File: src/rtl/ascon_pkg.sv
// Shared types and stream layout for the Ascon decryption loader.
// Field byte boundaries are derived from the AD/CT lengths in bits.
package ascon_pkg;

  typedef enum logic [1:0] {
    LOAD   = 2'd0,
    RUN    = 2'd1,
    RESULT = 2'd2
  } state_t;

  localparam int unsigned KEY_BYTES   = 16;
  localparam int unsigned NONCE_BYTES = 16;
  localparam int unsigned TAG_BYTES   = 16;

  // First byte index of the associated-data slot.
  function automatic int unsigned ad_start();
    return KEY_BYTES + NONCE_BYTES;
  endfunction

  function automatic int unsigned ct_start(input int unsigned l);
    return ad_start() + l / 8;
  endfunction

  function automatic int unsigned tag_start(input int unsigned l, input int unsigned y);
    return ct_start(l) + y / 8;
  endfunction

  function automatic int unsigned total_bytes(input int unsigned l, input int unsigned y);
    return tag_start(l, y) + TAG_BYTES;
  endfunction

endpackage

File: src/rtl/ascon_tag_compare.sv
// Constant-time tag equality: full-width XOR then OR-reduce, no early exit.
module ascon_tag_compare
  import ascon_pkg::*;
(
  input  logic [TAG_BYTES*8-1:0] a,
  input  logic [TAG_BYTES*8-1:0] b,
  output logic                   match
);

  assign match = ~|(a ^ b);

endmodule

File: src/rtl/ascon_dec_loader.sv
// Byte-serial loader for the Ascon decryption core: collects key/nonce/AD/CT/tag,
// launches the core, and releases plaintext only after a constant-time tag check.
module ascon_dec_loader
  import ascon_pkg::*;
#(
  parameter int unsigned l = 40,
  parameter int unsigned y = 40,
  localparam int unsigned AD_W = (l == 0) ? 1 : l,
  localparam int unsigned CT_W = (y == 0) ? 1 : y
) (
  input  logic            clk,
  input  logic            rst,
  input  logic [7:0]      in_data,
  input  logic            in_valid,
  output logic            in_ready,
  output logic [127:0]    key,
  output logic [127:0]    nonce,
  output logic [AD_W-1:0] associated_data,
  output logic [CT_W-1:0] cipher_text,
  output logic            decryption_start,
  input  logic [CT_W-1:0] dec_plain_text,
  input  logic [127:0]    dec_tag,
  input  logic            decryption_ready,
  output logic [CT_W-1:0] out_plain_text,
  output logic            out_auth_ok,
  output logic            out_valid,
  input  logic            out_ready
);

  localparam int unsigned N       = total_bytes(l, y);
  localparam int unsigned BC_W    = $clog2(N);
  localparam int unsigned KEY_END = KEY_BYTES;
  localparam int unsigned AD_BEG  = ad_start();
  localparam int unsigned CT_BEG  = ct_start(l);
  localparam int unsigned TAG_BEG = tag_start(l, y);

  state_t          state_q;
  state_t          state_d;
  logic [BC_W-1:0] bc;
  logic [127:0]    rx_tag;
  logic            accept;
  logic            last_byte;
  logic            capture;
  logic            take_result;
  logic            tag_match;

  ascon_tag_compare u_tag_compare (
    .a     (dec_tag),
    .b     (rx_tag),
    .match (tag_match)
  );

  assign last_byte = (bc == BC_W'(N - 1));

  always_ff @(posedge clk) begin
    if (rst) state_q <= LOAD;
    else     state_q <= state_d;
  end

  always_comb begin
    state_d     = state_q;
    accept      = 1'b0;
    capture     = 1'b0;
    take_result = 1'b0;
    unique case (state_q)
      LOAD: begin
        accept = in_valid && in_ready;
        if (accept && last_byte) state_d = RUN;
      end
      RUN: begin
        capture = decryption_ready;
        if (decryption_ready) state_d = RESULT;
      end
      RESULT: begin
        take_result = out_ready;
        if (out_ready) state_d = LOAD;
      end
      default: state_d = LOAD;
    endcase
  end

  // Handshake/launch flags are registered copies of the next state.
  always_ff @(posedge clk) begin
    if (rst) begin
      in_ready         <= 1'b0;
      decryption_start <= 1'b0;
      out_valid        <= 1'b0;
    end else begin
      in_ready         <= (state_d == LOAD);
      decryption_start <= (state_d == RUN);
      out_valid        <= (state_d == RESULT);
    end
  end

  // Fields shift in MSB-first; an empty AD or CT slot has equal bounds and is skipped.
  always_ff @(posedge clk) begin
    if (rst) begin
      bc              <= '0;
      key             <= '0;
      nonce           <= '0;
      associated_data <= '0;
      cipher_text     <= '0;
      rx_tag          <= '0;
    end else if (accept) begin
      bc <= last_byte ? '0 : bc + 1'b1;
      if (bc < BC_W'(KEY_END))      key             <= {key[119:0], in_data};
      else if (bc < BC_W'(AD_BEG))  nonce           <= {nonce[119:0], in_data};
      else if (bc < BC_W'(CT_BEG))  associated_data <= AD_W'({associated_data, in_data});
      else if (bc < BC_W'(TAG_BEG)) cipher_text     <= CT_W'({cipher_text, in_data});
      else                          rx_tag          <= {rx_tag[119:0], in_data};
    end
  end

  // Plaintext is gated by the tag check so a forged message never leaks.
  always_ff @(posedge clk) begin
    if (rst || take_result) begin
      out_auth_ok    <= 1'b0;
      out_plain_text <= '0;
    end else if (capture) begin
      out_auth_ok    <= tag_match;
      out_plain_text <= tag_match ? dec_plain_text : '0;
    end
  end

endmodule

File: config.mk
export PLATFORM = sky130hd
export DESIGN_NAME = ascon_dec_loader
export DESIGN_NICKNAME = d
export VERILOG_FILES = /design/src/rtl/ascon_pkg.sv /design/src/rtl/ascon_tag_compare.sv /design/src/rtl/ascon_dec_loader.sv
export SDC_FILE = /design/constraint.sdc
export NUM_CORES = 1
export LEC_CHECK = 0
export CAP_MARGIN = 10
export CORE_AREA = 2 2 219 221
export CTS_BUF_LIST = sky130_fd_sc_hd__clkbuf_4 sky130_fd_sc_hd__clkbuf_8
export CTS_CLUSTER_DIAMETER = 60
export CTS_CLUSTER_SIZE = 28
export DETAILED_ROUTE_END_ITERATION = 7
export DIE_AREA = 0 0 221 223
export PLACE_DENSITY = 0.69
export SYNTH_ARGS = -nofsm -noshare
export SYNTH_HDL_FRONTEND = slang
export SYNTH_SLANG_ARGS = --single-unit
File: constraint.sdc
create_clock -name clk -period 2.75 [get_ports clk]
set_clock_uncertainty 0.1 [all_clocks]
set_input_delay 0.4125 -clock clk [delete_from_list [all_inputs] [get_ports clk]]
set_output_delay 0.4125 -clock clk [all_outputs]
set_load 0.02 [all_outputs]
==> reports/summary.txt <==
WP data required = 3220 ps
GRT overflow = 0
Placed Area = 25,280 sq um
RSZ-0062 raised after global routing = no
Final Hold Viols = 0
Crit path max fanout = 41
Min cycle time layout = 2413 ps
First-pass GRT wire length = 98.04 mm
Mean area per synthesized cell = 8.104 sq um
Die height = 223 microns
Count leader, synth = nand2_1
Layout cells sized above 1 = 4.514%
Post-synth net total = 2,534
DRC errors left = 0
WL per Instance = 19.14 microns
Final TNS setup = 0 ps
Flops & latches, synth = 516
Setup crit start = rx_tag[127]
Area leader, netlist = dfxtp_1
Initial Util = 40.40%
WP data arrival = 2890 ps
Gpl congestion = 1.056
Antenna violations before repair = 1
Die area = 49,280 sq um
Die W = 221 microns
Final core occ = 55.78%
XOR/XNOR Fraction of Synth Area = 5.979%
Post-synth ARST share = 0%
Leakage = 8.395 nW
Normalized max-slew margin = 4.297%
Initial drt markers = 1,348
Worst-Skew Late Latency = 640 ps
P&R area growth vs syn = 38.09%
Worst slew pin tran = 1436 ps
Vias in the first global route = 16,390
# Max-Cap Violations = 0
Root Buffer = clkbuf_8
Post-synthesis simple-gate area fraction = 21.08%
Core ar. = 47,150 sq um
Fin area = 26,300 sq um
IO Count = 561
Hold Path Origin = dec_plain_text[1]
Main combinational cell family by area after synthesis = simple AND/OR/NAND/NOR gates
Top-area cell type share of the netlist area = 54.24%
Maximum VDD drop = 0.0005126 V
Largest net degree at the start of global routing = 243
Critical Path Source Type = register
Final setup violation count = 0
Cells after Synth = 2,350
CTS Buffer Depth = 3
Status = finished, final reports clean
Overall routing resource usage = 25.54%
Fin nets = 3,011
Post-route ant nets = 0
Hpwl dp = 48.57 mm
Register area share after synthesis = 54.24%
Distinct cell type count of the synthesized netlist = 36
Number of core rows = 80
WS Path Type = reg -> reg
Worst r2r src = rx_tag[127]
Compound-Gate Fraction of Synth Area = 14.40%
Proportion of synthesized area in mux cells = 0.05256%
Max frequency = 414.4 MHz
Mapped Area = 19,040 sq um
CTS tree = done
WL final = 66.48 mm
Sink Count = 516
CTS clk-pin slew, worst paths = 140 ps
TritonCTS Buffers = 41
H-tree depth = 2
Top cells by count, synth = 934 x nand2_1, 516 x dfxtp_1, 466 x a21oi_1, 111 x xnor2_1, 106 x clkbuf_1
Synth Area in Adders = 0.1971%
Power Total = 13.12 mW
Warnings, synthesis = 0
Total number of vias = 17,660
Synth top area cells = dfxtp_1 54%, nand2_1 18%, a21oi_1 12%, xnor2_1 5.1%, clkbuf_1 2.1%
Worst min-delay path class = in -> reg
Post-synth EDFFs = 0
Worst setup EP type = register
IO Port Bufs = 560
Fin crit share = 87.76%
Setup Buffers After CTS = 0
Max-slew violation count = 0
Antenna cell count = 0
TritonRoute pass-1 iters = 5
Top_reg_cell synth = dfxtp_1
Filler instances = 4,313
Vias per cell = 5.084
Cell Pwr Density = 498.8 nW/um^2
-- final timing paths --
kind,depth (start not counted),end,slack (ps)
max,7,out_plain_text[39],340
min reg2reg,2,key[122],360
min,2,out_plain_text[1],260
max reg2reg,7,out_plain_text[39],340
-- report_power, final --
| group | total [mW] | internal, mW | leakage [nW] | switching (mW) |
|---|---|---|---|---|
| Clock | 4.92 | 2.01 | 0.500 | 2.91 |
| Sequential | 7.49 | 7.48 | 4.16 | 0.00940 |
| Combinational | 0.710 | 0.343 | 3.74 | 0.367 |
| Total | 13.1 | 9.83 | 8.39 | 3.28 |
-- critical path, cell delays in order, from the launching register on --
cell     delay [ps]
dfxtp_1         340
xnor2_1         490
nand4_1         150
nor4_1          340
nand3_1         190
nor4_4          300
buf_12          250
a22o_1          160
-- timing repair --
action / in CTS / in global routing
gates resized for setup: 0 / 0
hold buffers: 1 / 0
endpoints found under the hold margin: 11 / 0
-- layer usage --
metal / track usage (%) / routed length, microns
met4: 9.223 / 2414
met2: 43.97 / 32400
met3: 7.164 / 5439
met1: 30.40 / 26220
met5: 0 / 13
-- state kept, by name, summed over array words and instances, names as in the netlist --
register          flops
bc                    6
out_auth_ok           1
in_ready              1
out_plain_text       40
key                 128
state_q               2
out_valid             1
rx_tag              128
decryption_start      1
associated_data      40
cipher_text          40
nonce               128
-- area by class of cell --
class | count | area (sq um) | area share [%]
Clock buffer | 46 | 626.9 | 2.384
Clock inverter | 28 | 380.4 | 1.446
Inverter | 6 | 22.52 | 0.08564
Multi-Input combinational cell | 1662 | 7994 | 30.40
Sequential cell | 516 | 10330 | 39.28
Tap cell | 615 | 769.5 | 2.926
Timing Repair Buffer | 600 | 6176 | 23.48
-- kinds of logic after synthesis --
family | after synthesis
simple gates | 1015
flops | 516
compound gates | 513
buf+inv | 172
xor+xnor | 130
fa+ha+maj | 3
mux | 1
-- cells in the final DEF, fill, tap and decap left out, types with 9 or more instances in the layout --
cell type,count
dfxtp_1,516
a22o_1,40
nor4_1,9
xor2_1,19
buf_12,21
clkbuf_8,45
nor2_1,12
nand4_1,30
nand2_1,933
xnor2_1,111
clkdlybuf4s50_1,559
buf_4,18
a21oi_1,466
-- stage by stage --
stage | setup WS, ps | hold slack [ps] | instances
2_1_floorplan | 798.8 | 345.1 | 2350
3_3_place_gp | -119.1 | 334.5 | 3398
3_5_place_dp | -138.6 | 339.6 | 3398
4_1_cts | 347.0 | 201.5 | 3473
5_1_grt | 228.9 | 218.1 | 3473
6_report | 336.7 | 264.4 | 3473
No activity file was read; power rests on OpenSTA's default activity.
